--- src/rtl/approx_add_err_monitor.sv ---
// Exhaustive error monitor for a 4-bit approximate adder: sweeps every operand
// vector, compares the returned {cout,sum} with the exact sum and accumulates
// error statistics. Define CIN_SWEEP_EN to also sweep carry-in (512 vectors).
module approx_add_err_monitor #(
  parameter int unsigned N2 = 0
) (
  input  logic       clk,
  input  logic       rst_n,
  input  logic       start,
  output logic [3:0] a,
  output logic [3:0] b,
  output logic       cin,
  input  logic [3:0] sum,
  input  logic       cout,
  output logic       busy,
  output logic       done,
  output logic [9:0] err_cnt,
  output logic [4:0] max_ed,
  output logic [13:0] sum_ed,
  output logic       first_err_vld,
  output logic [8:0] first_err_idx,
  output logic [2:0] cfg_n2
);

  typedef enum logic [1:0] {IDLE, SWEEP, DONE} state_t;

`ifdef CIN_SWEEP_EN
  localparam logic [8:0] LAST_V = 9'd511;
`else
  localparam logic [8:0] LAST_V = 9'd255;
`endif

  state_t     state;
  logic [8:0] v;
  logic [4:0] exact5;
  logic [4:0] approx5;
  logic [4:0] ed;

  assign cfg_n2 = N2[2:0];

  // Operands come straight from the vector counter and read 0 outside a sweep.
  assign a = (state == SWEEP) ? v[7:4] : 4'd0;
  assign b = (state == SWEEP) ? v[3:0] : 4'd0;
`ifdef CIN_SWEEP_EN
  assign cin = (state == SWEEP) ? v[8] : 1'b0;
`else
  assign cin = 1'b0;
`endif

  assign exact5  = {1'b0, a} + {1'b0, b} + {4'd0, cin};
  assign approx5 = {cout, sum};
  assign ed      = (exact5 >= approx5) ? (exact5 - approx5) : (approx5 - exact5);

  // NOTE: all state below uses non-blocking assignments so every register
  // samples pre-edge values, independent of statement order.
  always_ff @(posedge clk or negedge rst_n) begin
    if (!rst_n) begin
      state         <= IDLE;
      v             <= '0;
      busy          <= 1'b0;
      done          <= 1'b0;
      err_cnt       <= '0;
      max_ed        <= '0;
      sum_ed        <= '0;
      first_err_vld <= 1'b0;
      first_err_idx <= '0;
    end else begin
      case (state)
        IDLE, DONE: begin
          if (start) begin
            state         <= SWEEP;
            v             <= '0;
            busy          <= 1'b1;
            done          <= 1'b0;
            err_cnt       <= '0;
            max_ed        <= '0;
            sum_ed        <= '0;
            first_err_vld <= 1'b0;
            first_err_idx <= '0;
          end
        end
        SWEEP: begin
          if (ed != 5'd0) begin
            err_cnt <= err_cnt + 10'd1;
            sum_ed  <= sum_ed + {9'd0, ed};
            if (ed > max_ed) max_ed <= ed;
            if (!first_err_vld) begin
              first_err_vld <= 1'b1;
              first_err_idx <= v;
            end
          end
          if (v == LAST_V) begin
            state <= DONE;
            v     <= '0;
            busy  <= 1'b0;
            done  <= 1'b1;
          end else begin
            v <= v + 9'd1;
          end
        end
        default: state <= IDLE;
      endcase
    end
  end

endmodule

--- config.mk ---
export PLATFORM = sky130hd
export DESIGN_NAME = approx_add_err_monitor
export DESIGN_NICKNAME = d
export VERILOG_FILES = /design/src/rtl/approx_add_err_monitor.sv
export SDC_FILE = /design/constraint.sdc
export NUM_CORES = 1
export LEC_CHECK = 0
export ABC_AREA = 1
export ABC_CLOCK_PERIOD_IN_PS = 5100
export BUFFER_PORTS_ARGS = -buffer_cell sky130_fd_sc_hd__clkbuf_2
export CORE_ASPECT_RATIO = 1.2
export CORE_UTILIZATION = 57
export DETAILED_ROUTE_END_ITERATION = 6
export HOLD_SLACK_MARGIN = 0.08
export PLACE_DENSITY = 0.87
export SLEW_MARGIN = 10
export SYNTH_ARGS = -nofsm -noshare
export SYNTH_HDL_FRONTEND = slang
export SYNTH_SLANG_ARGS = --single-unit
--- constraint.sdc ---
create_clock -name clk -period 5.1 [get_ports clk]
set_clock_uncertainty 0.05 [all_clocks]
set_input_delay 0.51 -clock clk [delete_from_list [all_inputs] [get_ports clk]]
set_output_delay 0.51 -clock clk [all_outputs]
set_load 0.01 [all_outputs]
==> metrics.txt <==
Least-Margin Pin Slew=0.659 ns; vias per cell=5.37; delay-heaviest family, CP=adder cells; Worst-Skew Late Latency=0.31 ns; largest net degree at the start of global routing=53; Nets=540; Reg clk slew, reported paths=0.09 ns; post-cts hold buffer count=0; reg-to-reg critical path endpoint=sum_ed[9]$_DFFE_PN0P_; root buf cell=clkbuf_8; Synth Warn #=0; Final Max Tran Viols=0; critical path class=reg -> reg; area delta synth->final=14.7%; Max Fclk=213 MHz; GRT Total Usage=26.2%; M1 WL=3340 um; sequential-to-total area share from yosys stat=37.6%; drt pass-1 iters=4; r2r setup slk=0.40 ns; final period utilization=between 90% and 100%; initial cell density of the core=60.3%; final hold slack=0.261 ns; layout cells sized above 1=20.4%; Design Area, Final=0.00397 mm2; worst path arrival time=4.83 ns; first-pass GRT wire length=13000 um; CTS Sinks=52; minimum clock period=4.70 ns; core area=approximately 0.0057 mm2; slowest stage delay, CP=roughly 0.56 ns; Placed Cells=around 570; DRT antenna net count=0; global placer's final weighted congestion=0.872; status=complete, no violations; Post-Synthesis Cells=445; initial antenna violation count=0; CTS H-tree depth=2; Die Y=87.4 um; post-route insts no fill=584; final hold violation count=0; endpoints failing setup=0; Port Buffers=56; Max FO, Critical Path=5; Worst R2R Start=state[1]$_DFFE_PN0P_; # diodes=0; max-cap violation count=0; Bufs and invs on worst path=5; clk buf depth=2; IO Count=61; grt total ovfl=0; Layout Utilization=between 60% and 70%; met3 routed WL=295 um; number of buffers created by CTS=5; HPWL after DPL=5790 um; slew margin rel.=56.1%; Via Count=around 3100; Startpoint Class=flip-flop; synthesized area=roughly 0.0035 mm2; post-detailed-routing wire length=8010 um; CP Depth=25; Die X=around 73 um; 1st-iter DRT viols=169; cell mode on critical path=inv_1; Residual DRC=0; crit path from=state[1]$_DFFE_PN0P_; met2 WL post-DR=4230 um; CP max stage cell=fa_1; crit path to=sum_ed[9]$_DFFE_PN0P_; row cnt=30; Seq cells post-synth=52; CTS tree=yes; routed len/inst=13.7 um; top layer reached by signal wires=met4; Syn Area/Cell=7.78 um2; area post-placement=about 0.0038 mm2; vias in the first global route=2992; Critical Path RT=5.22 ns; DIE AREA=about 0.0064 mm2; Worst setup EP type=flip-flop; worst r2r path cells=25; post-synth cell types=33; Hold WC Path Type=in -> async
layer usage:
layer,vias up,track usage (%)
met4,0,10.9
met1,1522,32.1
met3,15,3.59
li1,1513,-
met2,84,45.7
met5,-,0
state kept, by name, indices dropped and copies added, names as in the netlist:
register,count
done,1
err_cnt,10
first_err_idx,9
max_ed,5
sum_ed,14
first_err_vld,1
v,9
busy,1
state,2
cell families (layout without fill, tap and decap cells):
family          after synthesis  count (layout)  share of synthesized area [%]
buf+inv                      82             138                           10.2
fa+ha+maj                    28              28                           11.0
flops                        52              52                           37.6
other cells                   1               4                          0.108
compound gates               60              60                           10.4
xor+xnor                     24              24                           6.07
simple gates                198             198                           24.7
stage by stage:
stage                     worst slack [ns]  setup TNS [ns]
after floorplan                      0.405               0
final                                0.395               0
after global routing               -0.0358         -0.0820
after global placement               0.350               0
after CTS                            0.159               0
after detailed placement             0.201               0
Yosys cell counts:
library cell | instances | area [um2]
buf_2 | 2 | 10.0
nor2_1 | 33 | 124
inv_1 | 67 | 251
nand3b_1 | 6 | 45.0
o22ai_1 | 8 | 50.1
nand2_2 | 5 | 31.3
dfrtp_1 | 52 | 1300
inv_2 | 3 | 11.3
xor2_1 | 15 | 131
o21ai_2 | 4 | 35.0
nand2_1 | 108 | 405
nand4_1 | 1 | 6.26
nor3_1 | 7 | 35.0
a21oi_1 | 15 | 75.1
conb_1 | 1 | 3.75
buf_4 | 5 | 37.5
a21oi_4 | 1 | 16.3
buf_6 | 3 | 33.8
nor2_2 | 5 | 31.3
a22o_1 | 3 | 26.3
a21o_1 | 1 | 7.51
nand3_1 | 30 | 150
nand3_2 | 1 | 10.0
o21ai_1 | 4 | 20.0
o22ai_2 | 1 | 12.5
clkbuf_1 | 2 | 7.51
a31oi_1 | 1 | 6.26
ha_1 | 24 | 300
fa_1 | 4 | 80.1
or2_1 | 1 | 6.26
nand2_4 | 1 | 11.3
o21ai_0 | 22 | 110
xnor2_1 | 9 | 78.8
worst min-delay path by stage:
stage                     slack (ns)                           end                          from  cells past startpoint
after floorplan                 0.16              busy$_DFFE_PN0P_                         rst_n                      0
after global placement          0.40  first_err_idx[4]$_DFFE_PN0P_  first_err_idx[4]$_DFFE_PN0P_                      2
after detailed placement        0.41  first_err_idx[4]$_DFFE_PN0P_  first_err_idx[4]$_DFFE_PN0P_                      2
after CTS                       0.29        sum_ed[11]$_DFFE_PN0P_                         rst_n                      2
after global routing            0.33  first_err_idx[8]$_DFFE_PN0P_                         rst_n                      2
final                           0.26  first_err_idx[2]$_DFFE_PN0P_                         rst_n                      2
layout by cell type (no fill, tap or decap), types with 7 or more instances in the layout:
master / Yosys / final
dfrtp_1: 52 / 52
xor2_1: 15 / 14
xnor2_1: 9 / 8
inv_1: 67 / 66
nand2_1: 108 / 108
nand3_1: 30 / 30
a21oi_1: 15 / 14
nor2_2: 5 / 8
o21ai_1: 4 / 7
o22ai_1: 8 / 8
nor2_1: 33 / 26
o21ai_0: 22 / 19
clkbuf_2: 0 / 56
ha_1: 24 / 21
final cells by class:
class	count	area [um2]
clock inverter	1	5.00
tap	80	100
timing repair buffer	60	310
inverter	70	267
timing repair inverter	1	7.51
clock buffer	6	72.6
fill	473	1770
sequential	52	1300
multi-input combinational	314	1910
timing repair:
| action | CTS | global route |
|---|---|---|
| setup buffers | 0 | 2 |
| resized for setup | 0 | 24 |
| setup endpoints to repair | 0 | 6 |
Power is not shown: default switching activity piles up to over one toggle a cycle in this logic, so the estimate is an artifact.
